### config.mk
export PLATFORM = sky130hd
export DESIGN_NAME = ctrl_escritura_banco
export DESIGN_NICKNAME = d
export VERILOG_FILES = /design/src/rtl/ctrl_escritura_banco.sv
export SDC_FILE = /design/constraint.sdc
export NUM_CORES = 1
export LEC_CHECK = 0
export CELL_PAD_IN_SITES_DETAIL_PLACEMENT = 1
export CELL_PAD_IN_SITES_GLOBAL_PLACEMENT = 2
export CORE_ASPECT_RATIO = 1.75
export CORE_MARGIN = 2
export CORE_UTILIZATION = 23
export CTS_CLUSTER_DIAMETER = 120
export CTS_CLUSTER_SIZE = 25
export DETAILED_ROUTE_END_ITERATION = 10
export GPL_ROUTABILITY_DRIVEN = 0
export GPL_TIMING_DRIVEN = 0
export PLACE_DENSITY = 0.81
export SYNTH_ARGS = -nofsm -noshare
export SYNTH_HDL_FRONTEND = slang
export SYNTH_SLANG_ARGS = --single-unit
### constraint.sdc
create_clock -name clk -period 2.5 [get_ports clk]
set_input_delay 0.5 -clock clk [delete_from_list [all_inputs] [get_ports clk]]
set_output_delay 0.5 -clock clk [all_outputs]
set_load 0.1 [all_outputs]
### src/rtl/ctrl_escritura_banco.sv
// Write-back arbiter for the register bank: round-robin between ALU and load
// producers, registered write port, and a busy scoreboard that drives issue stall.
module ctrl_escritura_banco #(
    parameter int DATA_W = 32,
    parameter int ADDR_W = 5,
    parameter int CNT_W  = 16
) (
    input  logic                   clk,
    input  logic                   rst,
    input  logic                   a_valid,
    input  logic [ADDR_W-1:0]      a_reg,
    input  logic [DATA_W-1:0]      a_data,
    output logic                   a_ready,
    input  logic                   m_valid,
    input  logic [ADDR_W-1:0]      m_reg,
    input  logic [DATA_W-1:0]      m_data,
    output logic                   m_ready,
    input  logic                   wb_hold,
    output logic [ADDR_W-1:0]      WriteReg,
    output logic [DATA_W-1:0]      Writedata,
    output logic                   Regwrite,
    input  logic                   iss_valid,
    input  logic [ADDR_W-1:0]      iss_reg,
    input  logic [ADDR_W-1:0]      rr1,
    input  logic [ADDR_W-1:0]      rr2,
    input  logic                   use1,
    input  logic                   use2,
    output logic                   stall,
    output logic [2**ADDR_W-1:0]   busy,
    output logic [CNT_W-1:0]       cnt_wb,
    output logic [CNT_W-1:0]       cnt_conf
);

    localparam int NREG = 2**ADDR_W;

    logic                last_a_q;
    logic                regwrite_q;
    logic [ADDR_W-1:0]   wreg_q;
    logic [DATA_W-1:0]   wdata_q;
    logic [NREG-1:0]     busy_q, busy_d;
    logic [CNT_W-1:0]    cnt_wb_q, cnt_wb_d;
    logic [CNT_W-1:0]    cnt_conf_q, cnt_conf_d;

    logic                gnt_a, gnt_m, xfer, wr_en, iss_set;
    logic [ADDR_W-1:0]   win_reg;
    logic [DATA_W-1:0]   win_data;

    // Grants are void during reset so nothing lands in the bank afterwards.
    always_comb begin
        gnt_a = 1'b0;
        gnt_m = 1'b0;
        if (!rst && !wb_hold) begin
            if (a_valid && m_valid) begin
                gnt_a = !last_a_q;
                gnt_m = last_a_q;
            end else begin
                gnt_a = a_valid;
                gnt_m = m_valid;
            end
        end
    end

    always_comb begin
        xfer     = gnt_a | gnt_m;
        win_reg  = gnt_a ? a_reg  : m_reg;
        win_data = gnt_a ? a_data : m_data;
        wr_en    = xfer && (win_reg != '0);
    end

    always_comb begin
        stall = iss_valid && ((use1 && busy_q[rr1]) ||
                              (use2 && busy_q[rr2]) ||
                              busy_q[iss_reg]);
        iss_set = iss_valid && !stall && (iss_reg != '0);
    end

    // Set after clear: a new producer claims the register over the retiring one.
    always_comb begin
        busy_d = busy_q;
        if (wr_en)
            busy_d[win_reg] = 1'b0;
        if (iss_set)
            busy_d[iss_reg] = 1'b1;
        busy_d[0] = 1'b0;
    end

    always_comb begin
        cnt_wb_d = cnt_wb_q;
        if (wr_en && (cnt_wb_q != '1))
            cnt_wb_d = cnt_wb_q + CNT_W'(1);
        cnt_conf_d = cnt_conf_q;
        if (a_valid && m_valid && (cnt_conf_q != '1))
            cnt_conf_d = cnt_conf_q + CNT_W'(1);
    end

    always_ff @(posedge clk) begin
        if (rst) begin
            last_a_q   <= 1'b0;
            regwrite_q <= 1'b0;
            wreg_q     <= '0;
            wdata_q    <= '0;
            busy_q     <= '0;
            cnt_wb_q   <= '0;
            cnt_conf_q <= '0;
        end else begin
            regwrite_q <= wr_en;
            if (wr_en) begin
                wreg_q  <= win_reg;
                wdata_q <= win_data;
            end
            if (xfer)
                last_a_q <= gnt_a;
            busy_q     <= busy_d;
            cnt_wb_q   <= cnt_wb_d;
            cnt_conf_q <= cnt_conf_d;
        end
    end

    assign a_ready   = gnt_a;
    assign m_ready   = gnt_m;
    assign Regwrite  = regwrite_q;
    assign WriteReg  = wreg_q;
    assign Writedata = wdata_q;
    assign busy      = busy_q;
    assign cnt_wb    = cnt_wb_q;
    assign cnt_conf  = cnt_conf_q;

endmodule

* Word level (Yosys, flattened, before mapping) *
Cells that the tools add are included.
Widths: inputs -> output; s select.

storage, ports and cells
  bits in latches = 0
  input bits = 97
  output and inout bits = 105
  RAM bits = 0
  flip-flop bits (word level) = 103
  logic and storage cells = 60
  memories kept = 0
  bits in read-only memories = 0

cells by class
  div/mod/pow operators = 0
  mux-type cells = 18
  shifts and indexed selects = 0
  $mul = 0
  bitwise operators = 4
  add/sub/neg operators = 2
  reduce and logical (&&, ||, !) cells = 20
  equal/unequal tests = 2
  $lt $le $gt $ge = 6

operators by type and width
  cell                   number
  $mux 32                3
  $add 16x1->16 const B  2
  $and 32x32->32         1
  $ne 16x16->1 const B   2
  $not 32->32            1
  $or 32x32->32          1
  $lt 5x6->1 const B     4
  $bmux 1 s5             3
  $logic_and 1x1->1      12
  $demux 1 s5            2
  $ge 5x1->1 const B     2
  $reduce_bool 5->1      2
  $mux 1                 9
  $mux 5                 1
  $logic_not 1->1        4
  $logic_or 1x1->1       2
  $or 1x1->1             1

* Depth between registers and ports, before layout *
Gate-level depths: netlist of run 1.

  depth after elaboration = 13
  gate-level depth with buffers = 9
  depth with buffers taken out = 8

* Worst setup path before layout of run 1 *
No wires, ideal clock.

  path kind = reg-to-output
  from = reg busy_q[9], in the netlist busy[9]
  to = out stall
  buffers on the path = 0
  stages on the path, launching flop included = 7
  data required time = 2.000 ns
  setup slack = -0.985 ns
  arrival time = 2.985 ns
  cell sequence = dfxtp_1 -> mux4_2 -> nor2b_1 -> or4_1 -> and4_1 -> o211ai_1 -> and2_1

between the ends
  cells in the longest elaborated chain, start to end = 6
  elaborated cells between the ends (all ways) = 11
  those cells by class = 6 x mux; 5 x reduce/logical

RTL lines
  element                               line    text
  start, declared                       40      logic [NREG-1:0] busy_q, busy_d;
  start signal, assigned                113     busy_q <= busy_d;
  $bmux 1 s5 (on tied branches)         71, 72
  $mux 1 (on tied branches)             71, 72
  $logic_and 1x1->1 (on tied branches)  71, 72
  $logic_or 1x1->1                      71      stall = iss_valid && ((use1 && busy_q[rr1]) ||
  $logic_or 1x1->1 (*)                  72      (use2 && busy_q[rr2]) ||
  $logic_and 1x1->1 (*)                 71
  end, declared                         28      output logic stall,

Mark *: on every way between the ends. The rest lies on a longest branch, timed or not. The select of a mux whose other input is x is not followed.

* Worst setup path after layout of run 1 *
  from = in rr1[4]
  to = out stall

between the ends
  cells in the longest elaborated chain, start to end = 6

RTL lines
  element                       line  text
  start, declared               24    input logic [ADDR_W-1:0] rr1,
  $bmux 1 s5                    71
  $mux 1 (not written as such)  71
  $logic_and 1x1->1             71
  $logic_or 1x1->1              71
  $logic_or 1x1->1              72
  $logic_and 1x1->1             71

Every way passes these cells. The select of a mux whose other input is x is not followed.

==> implementation parameters, run 1 <==
Parameter                              Value

Floorplan
  Core Box Area    24500 µm²
  Number of top-level design ports    202
  Starting density of the core    23.4%
  Die height    213 µm
  Rows    76
  Die W    123 µm
  Floorplan die area    26300 µm²

Setup path
  Worst Setup End Kind    primary output
  CP Class    input pin to primary output
  Kind of start point of the critical path    input pin
  Data arrival time of the critical path    2260 ps
  Crit-path slowest cell    clkdlybuf4s50_1
  Gate family responsible for the most delay along the worst path    simple AND/OR/NAND/NOR gates
  Cell chain of the critical path    clkdlybuf4s50_1 -> nand3b_1 -> a31oi_1 -> nand4_1 -> and4_1 -> o211ai_1 -> and2_4 -> buf_12
  Delay of the slowest cell on the worst path    470 ps
  Total buffers and inverters traversed by the critical path    2
  Critical path data required time    2000 ps
  Crit. Startpoint    rr1[4]
  R2r startpoint    busy[9]
  Critical Path Fanout Max    4

Yosys
  Synthesized instance count    731
  Share of Yosys cell area claimed by the top area cell type    35.6%
  Primary FF master, synth    dfxtp_1
  Number of unique standard cell types used by synthesis    50
  Syn_nets    830
  Sequential cell area fraction in the yosys report    35.6%
  Fraction of synthesis flops using an asynchronous set or reset pin    0%
  Number of synthesized flops with an enable pin    0
  Average instance area after synthesis    7.85 µm²
  Synth warnings    0
  Cell taking the most area after synthesis    dfxtp_1
  Flops & latches, synth    102
  Synth top area cells    dfxtp_1 (36%), nand2_1 (8.1%), o21ai_0 (5.7%), a311oi_1 (5.6%), nor2_1 (5.2%)
  Post-synthesis instance area    5740 µm²

STA
  Worst-case setup margin in the final layout    -255 ps
  Slew Limit Headroom    22.6%
  Summed negative setup slack over all endpoints    -255 ps
  Min Clock Period, post-route    2760 ps
  Count of final hold-check violations    0
  Final number of max-transition violations    0
  Setup violations, final    1
  Worst clock skew on the final layout    11.6 ps
  Final critical-path share of the clock period    110%
  Transition time at the pin with the least slew margin    1160 ps
  Unrepaired setup endpoints after global routing    true
  Maximum frequency from static timing analysis    0.363 GHz

GRT
  Remaining global-route overflow    0
  First-pass GRT wire length    36400 µm
  Largest net degree at the start of global routing    17
  Initial antenna violation count    0
  Number of global-route vias before repair    6657
  Global router's overall resource usage    18.0%

Placement
  I/O Buffers    189
  Half-perimeter wire length after placement    18600 µm

Job
  Max Cap Violations    0

Clock tree
  Clock tree sinks    102
  Clock latency of the later-clocked register in the worst-skew pair    350 ps
  Number of buffers inserted during clock tree synthesis    9
  TritonCTS clock tree    done
  Clock Pin Slew Worst Setup and Hold Paths    70 ps
  Level count of the clock H-tree    3
  Largest buffer count on any clock path    2
  Clock tree root buffer cell    clkbuf_16
  Hold-fix buffers, CTS    0

Power and ir drop
  Seq pwr share    41.1%
  Leakage power total    3.16 nW
  Internal power summed over all cells    2.76 mW
  Switching component of the power    1.40 mW
  Clk network pwr share    33.4%
  Switching Fraction    33.7%
  Logic gate share of total power    25.5%
  Total power per unit cell area    486 nW/µm²
  Maximum resistive drop on vdd    0.254 mV

Hold path
  Worst Min Path Start    m_valid
  Worst min path class    input pin to flip-flop

Detailed routing
  Final routed wirelength across all metal layers    23600 µm
  Average via count per standard cell    4.96
  Pre-antenna DRT Iters    4
  DR WL/cell    18.8 µm
  Detailed-route via count    6239
  DRC violation total after the first TritonRoute iteration    205
  DRC violation count after routing    0
  Residual antenna-violating net count after detailed routing    0

Outcome
  Result of the run    finished with violations
  Violations in the final reports    setup timing

Layout
  Share of layout cells above drive strength 1    11.2%
  Most common cell after layout, fill and taps aside    clkdlybuf4s50_1
  Filler Cells Inserted    2974
  Post-Route Utilization    34.9%
  Layout overhead on the synthesized area    49.2%
  Layout Nets    1040
  Commonest cells after routing, fill and taps aside    clkdlybuf4s50_1 (163), nand2_1 (124), dfxtp_1 (84)
  Number of antenna diodes    0
==> flip-flops by register name, summed over array words and instances, names as in the netlist <==
| signal | count |
|---|---|
| busy | 31 |
| Writedata | 32 |
| cnt_conf | 16 |
| last_a_q | 1 |
| Regwrite | 1 |
| cnt_wb | 16 |
| WriteReg | 5 |
==> power by group through the flow <==
stage	combinational [mW]	sequential (mW)	clock, mW
2_1_floorplan	0.315	2.09	0
3_3_place_gp	1.03	1.75	0
3_5_place_dp	1.03	1.75	0
4_1_cts	1.07	1.71	1.45
5_1_grt	1.12	1.72	1.51
6_report	1.06	1.71	1.39
==> synth_stat cells (7+ instances only) <==
cell type and count:
a21oi_1 19, a311oi_1 37, buf_2 9, clkbuf_1 42, dfxtp_1 102, inv_1 7, mux2i_1 25, mux4_2 11
nand2_1 124, nand3_1 13, nand4_1 18, nor2_1 80, nor2b_1 42, nor3_1 12, nor3b_1 9, nor4_1 7
o21ai_0 65, o21ai_1 11, xnor2_1 13, xor2_1 7
==> routing by layer <==
metal  GRT usage [%]  vias to the layer above  wire length [µm]  share of wire [%]
li1                -                     3033                 -                  -
met1            18.7                     2989              8880                 38
met2            34.6                      168             13000                 55
met3            2.78                       49               883                3.7
met4            8.03                        0               863                3.7
met5               0                        -                 0                  0
==> layout make-up <==
| cell class | count | area [µm²] | area share [%] |
|---|---|---|---|
| Buffer | 53 | 275 | 3.22 |
| Clock buffer | 12 | 256 | 3.00 |
| Clock inverter | 4 | 30.0 | 0.351 |
| Inverter | 9 | 38.8 | 0.453 |
| Multi-Input combinational cell | 566 | 3480 | 40.7 |
| Sequential cell | 102 | 2060 | 24.1 |
| Tap cell | 312 | 390 | 4.56 |
| Timing Repair Buffer | 200 | 2020 | 23.6 |
==> worst paths after layout <==
kind                   end  slack [ps]  depth (start not counted)
max reg2reg       busy[28]         150                          8
min reg2reg  Writedata[30]         500                          2
min               last_a_q         450                          2
max                  stall        -260                          8
==> what timing repair did <==
item	in CTS	in global routing
buffers inserted	11	0
gates resized for setup	70	25
endpoints found under the setup margin	86	34
pin swaps	5	6
==> metrics by stage <==
stage	hold slack [ps]	total power, mW	cell area [µm²]	setup slack [ps]	std cells
2_1_floorplan	491	2.40	5760	-216	731
3_3_place_gp	485	2.78	8050	-1870	1232
3_5_place_dp	495	2.78	8050	-1870	1232
4_1_cts	481	4.23	8520	-305	1259
5_1_grt	435	4.35	8560	-319	1258
6_report	451	4.16	8560	-255	1258
==> kinds of logic after synthesis <==
logic type | synth area share (%)
flip-flops | 35.6
AND/OR/NAND/NOR | 29.2
buffers and inverters | 4.47
AO/OA/AOI/OAI | 17.5
adder cells (fa/ha/maj) | 0.436
other | 0.0654
XOR/XNOR | 3.05
multiplexers | 9.66
No activity file was read; power rests on OpenSTA's default activity.
==> run 2, diff against run 1 <==
==> constraint.sdc (replaced) <==
create_clock -name clk -period 2.5 [get_ports clk]
set_input_delay 0.75 -clock clk [delete_from_list [all_inputs] [get_ports clk]]
set_output_delay 0.75 -clock clk [all_outputs]
set_load 0.1 [all_outputs]
==> run 2 against run 1 <==
Compared with the run above: the flow still finishes with violations (setup timing); hold slack gained 47 ps; critical path depth rose by 2; routed wire length rose by 1.3%; sequential cell count stayed put; total power about the same; sequential share of layout area down 0.24 points; clock skew shrank 1.5 ps; maximum frequency shrank 17%; worst setup slack got worse by 560 ps; first-iteration DRC count increased by 0.49%; register-to-register slack better by 30 ps; critical endpoint unchanged.
==> implementation parameters, run 2 (synthesis gave the netlist of run 1 again) <==
Parameter                              Value

Power and ir drop
  Internal power summed over all cells    2.72 mW
  Maximum resistive drop on vdd    0.309 mV
  Switching Fraction    34.6%
  Seq pwr share    41.0%
  Switching component of the power    1.44 mW
  Post-layout power    4.16 mW
  Logic gate share of total power    26.1%
  Leakage power total    3.52 nW
  Total power per unit cell area    484 nW/µm²
  Clk network pwr share    32.9%

Layout
  Commonest cells after routing, fill and taps aside    nand2_1 (123), dlygate4sd2_1 (104), dfxtp_1 (91)
  Layout overhead on the synthesized area    50.0%
  Share of layout cells above drive strength 1    13.1%
  Most common cell after layout, fill and taps aside    nand2_1
  Number of flip-flops in the largest register    32
  Seq. cell area    2060 µm²
  Final design area excluding fillers    8610 µm²
  Area of the multi-input gates    3540 µm²
  Layout Nets    1045
  Filler Cells Inserted    2982

STA
  Worst clock skew on the final layout    10.1 ps
  Min Clock Period, post-route    3320 ps
  Maximum frequency from static timing analysis    0.301 GHz
  Setup violations, final    1
  Slew Limit Headroom    16.7%
  Transition time at the pin with the least slew margin    1250 ps
  Count of final hold-check violations    0
  Worst slack on hold paths    498 ps
  Summed negative setup slack over all endpoints    -820 ps
  Final critical-path share of the clock period    133%
  Final number of max-transition violations    0
  Worst-case setup margin in the final layout    -820 ps
  Unrepaired setup endpoints after global routing    true

Detailed routing
  DRC violation total after the first TritonRoute iteration    206
  Highest signal layer in the routed design    met5
  Pre-antenna DRT Iters    5
  Average via count per standard cell    4.97
  DR WL/cell    18.9 µm
  Residual antenna-violating net count after detailed routing    0
  Final routed wirelength across all metal layers    23900 µm
  Detailed-route wire length on metal 1    8500 µm
  Met3 wirelength from detailed routing    1030 µm
  Wire length on met2    13300 µm
  Detailed-route via count    6285
  DRC violation count after routing    0

Setup path
  Delay of the slowest cell on the worst path    500 ps
  Data arrival time of the critical path    2570 ps
  Reg2Reg Depth    9
  Crit-path slowest cell    mux4_2
  CP Class    input pin to primary output
  Critical path data required time    1750 ps
  R2r startpoint    last_a_q
  Critical Path Most Common Cell    buf_8
  Kind of start point of the critical path    input pin
  Worst Setup End Kind    primary output
  Reg2Reg Capture Point    cnt_wb[15]
  Crit. Startpoint    rr1[1]
  Critical Path Fanout Max    7
  Worst-case register-to-register setup slack    180 ps
  Cell chain of the critical path    buf_8 -> buf_8 -> buf_6 -> mux2i_1 -> mux4_2 -> nor4b_4 -> nor4_2 -> o211ai_1 -> and2_4 -> buf_12

Clock tree
  Clock tree root buffer cell    clkbuf_16
  Number of buffers inserted during clock tree synthesis    9
  Level count of the clock H-tree    3
  Hold-fix buffers, CTS    0
  Clock tree sinks    102
  Clock latency of the later-clocked register in the worst-skew pair    360 ps
  TritonCTS clock tree    done
  Largest buffer count on any clock path    2
  Clock Pin Slew Worst Setup and Hold Paths    70 ps

GRT
  Initial antenna violation count    5
  Remaining global-route overflow    0
  Global router's overall resource usage    18.4%
  Number of global-route vias before repair    6507
  First-pass GRT wire length    36600 µm
  Largest net degree at the start of global routing    19

Placement
  Half-perimeter wire length after placement    18600 µm
  Cell area after placement    8100 µm²
  I/O Buffers    189
  Pre-CTS setup slack    -2390 ps

Outcome
  Result of the run    finished with violations
  Violations in the final reports    setup timing

Floorplan
  Die W    123 µm
  Starting density of the core    23.4%
  Number of top-level design ports    202
  Floorplan die area    26300 µm²
  Rows    76
  Die height    213 µm
  Core Box Area    24500 µm²

Hold path
  Worst Min Path Start    Writedata[25]
  Worst min path class    flip-flop to flip-flop
  Number of cells on the worst hold path    2
  Endpoint of the worst hold-timing path    Writedata[25]

Job
  Max Cap Violations    0
[run 2: cell count changes in the layout (fill, tap and decap cells not counted), moves of 9 or more]
cell and change:
dlygate4sd2_1 +96, clkdlybuf4s50_1 -94, o21ai_0 -16, o21ai_1 +14
dlymetal6s2s_1 -9
[run 2: worst max path at each step]
stage	to	slack, ps	depth (start not counted)
global route	stall	-880	10
detailed placement	stall	-2390	9
floorplan	stall	-610	7
CTS	stall	-790	9
finish	stall	-820	10
global placement	stall	-2370	9
[run 2: metrics by stage]
step / util [%] / cells
final: 35.1 / 1265
after detailed placement: 33.0 / 1232
after global routing: 35.1 / 1265
after floorplan: - / 731
after global placement: 33.0 / 1232
after CTS: 34.8 / 1263
[run 2: power by group through the flow]
stage	Sequential [mW]	Clock, mW	Combinational, mW
2_1_floorplan	2.09	0	0.322
3_3_place_gp	1.75	0	1.04
3_5_place_dp	1.75	0	1.04
4_1_cts	1.71	1.42	1.09
5_1_grt	1.71	1.47	1.15
6_report	1.71	1.37	1.09
[run 2: routing by layer]
metal | global-route usage (%) | vias to the layer above
met2 | 35.4 | 168
met5 | 0 | -
met3 | 3.42 | 55
met4 | 9.25 | 6
met1 | 18.3 | 3013
li1 | - | 3043
[run 2: layout make-up]
| type | count | area share (%) |
|---|---|---|
| multi-input combinational | 566 | 41.1 |
| inverter | 9 | 0.451 |
| buffer | 53 | 4.08 |
| sequential | 102 | 23.9 |
| clock inverter | 5 | 0.494 |
| tap | 312 | 4.54 |
| clock buffer | 11 | 2.70 |
| antenna | 2 | 0.0581 |
| timing repair buffer | 205 | 22.6 |
[run 2: worst max-delay path, delay by kind of cell]
kind | cells | cell delay, ps
muxes | 2 | 610
buffers and inverters | 4 | 510
AOI/OAI and AO/OA | 1 | 120
and+or+nand+nor | 3 | 570
[run 2: repair_timing]
item / 4_1_cts / 5_1_grt
gates resized for setup: 220 / 46
endpoints found under the setup margin: 206 / 79
setup buffers: 21 / 2
gates cloned: 1 / 0
pin swaps: 10 / 8
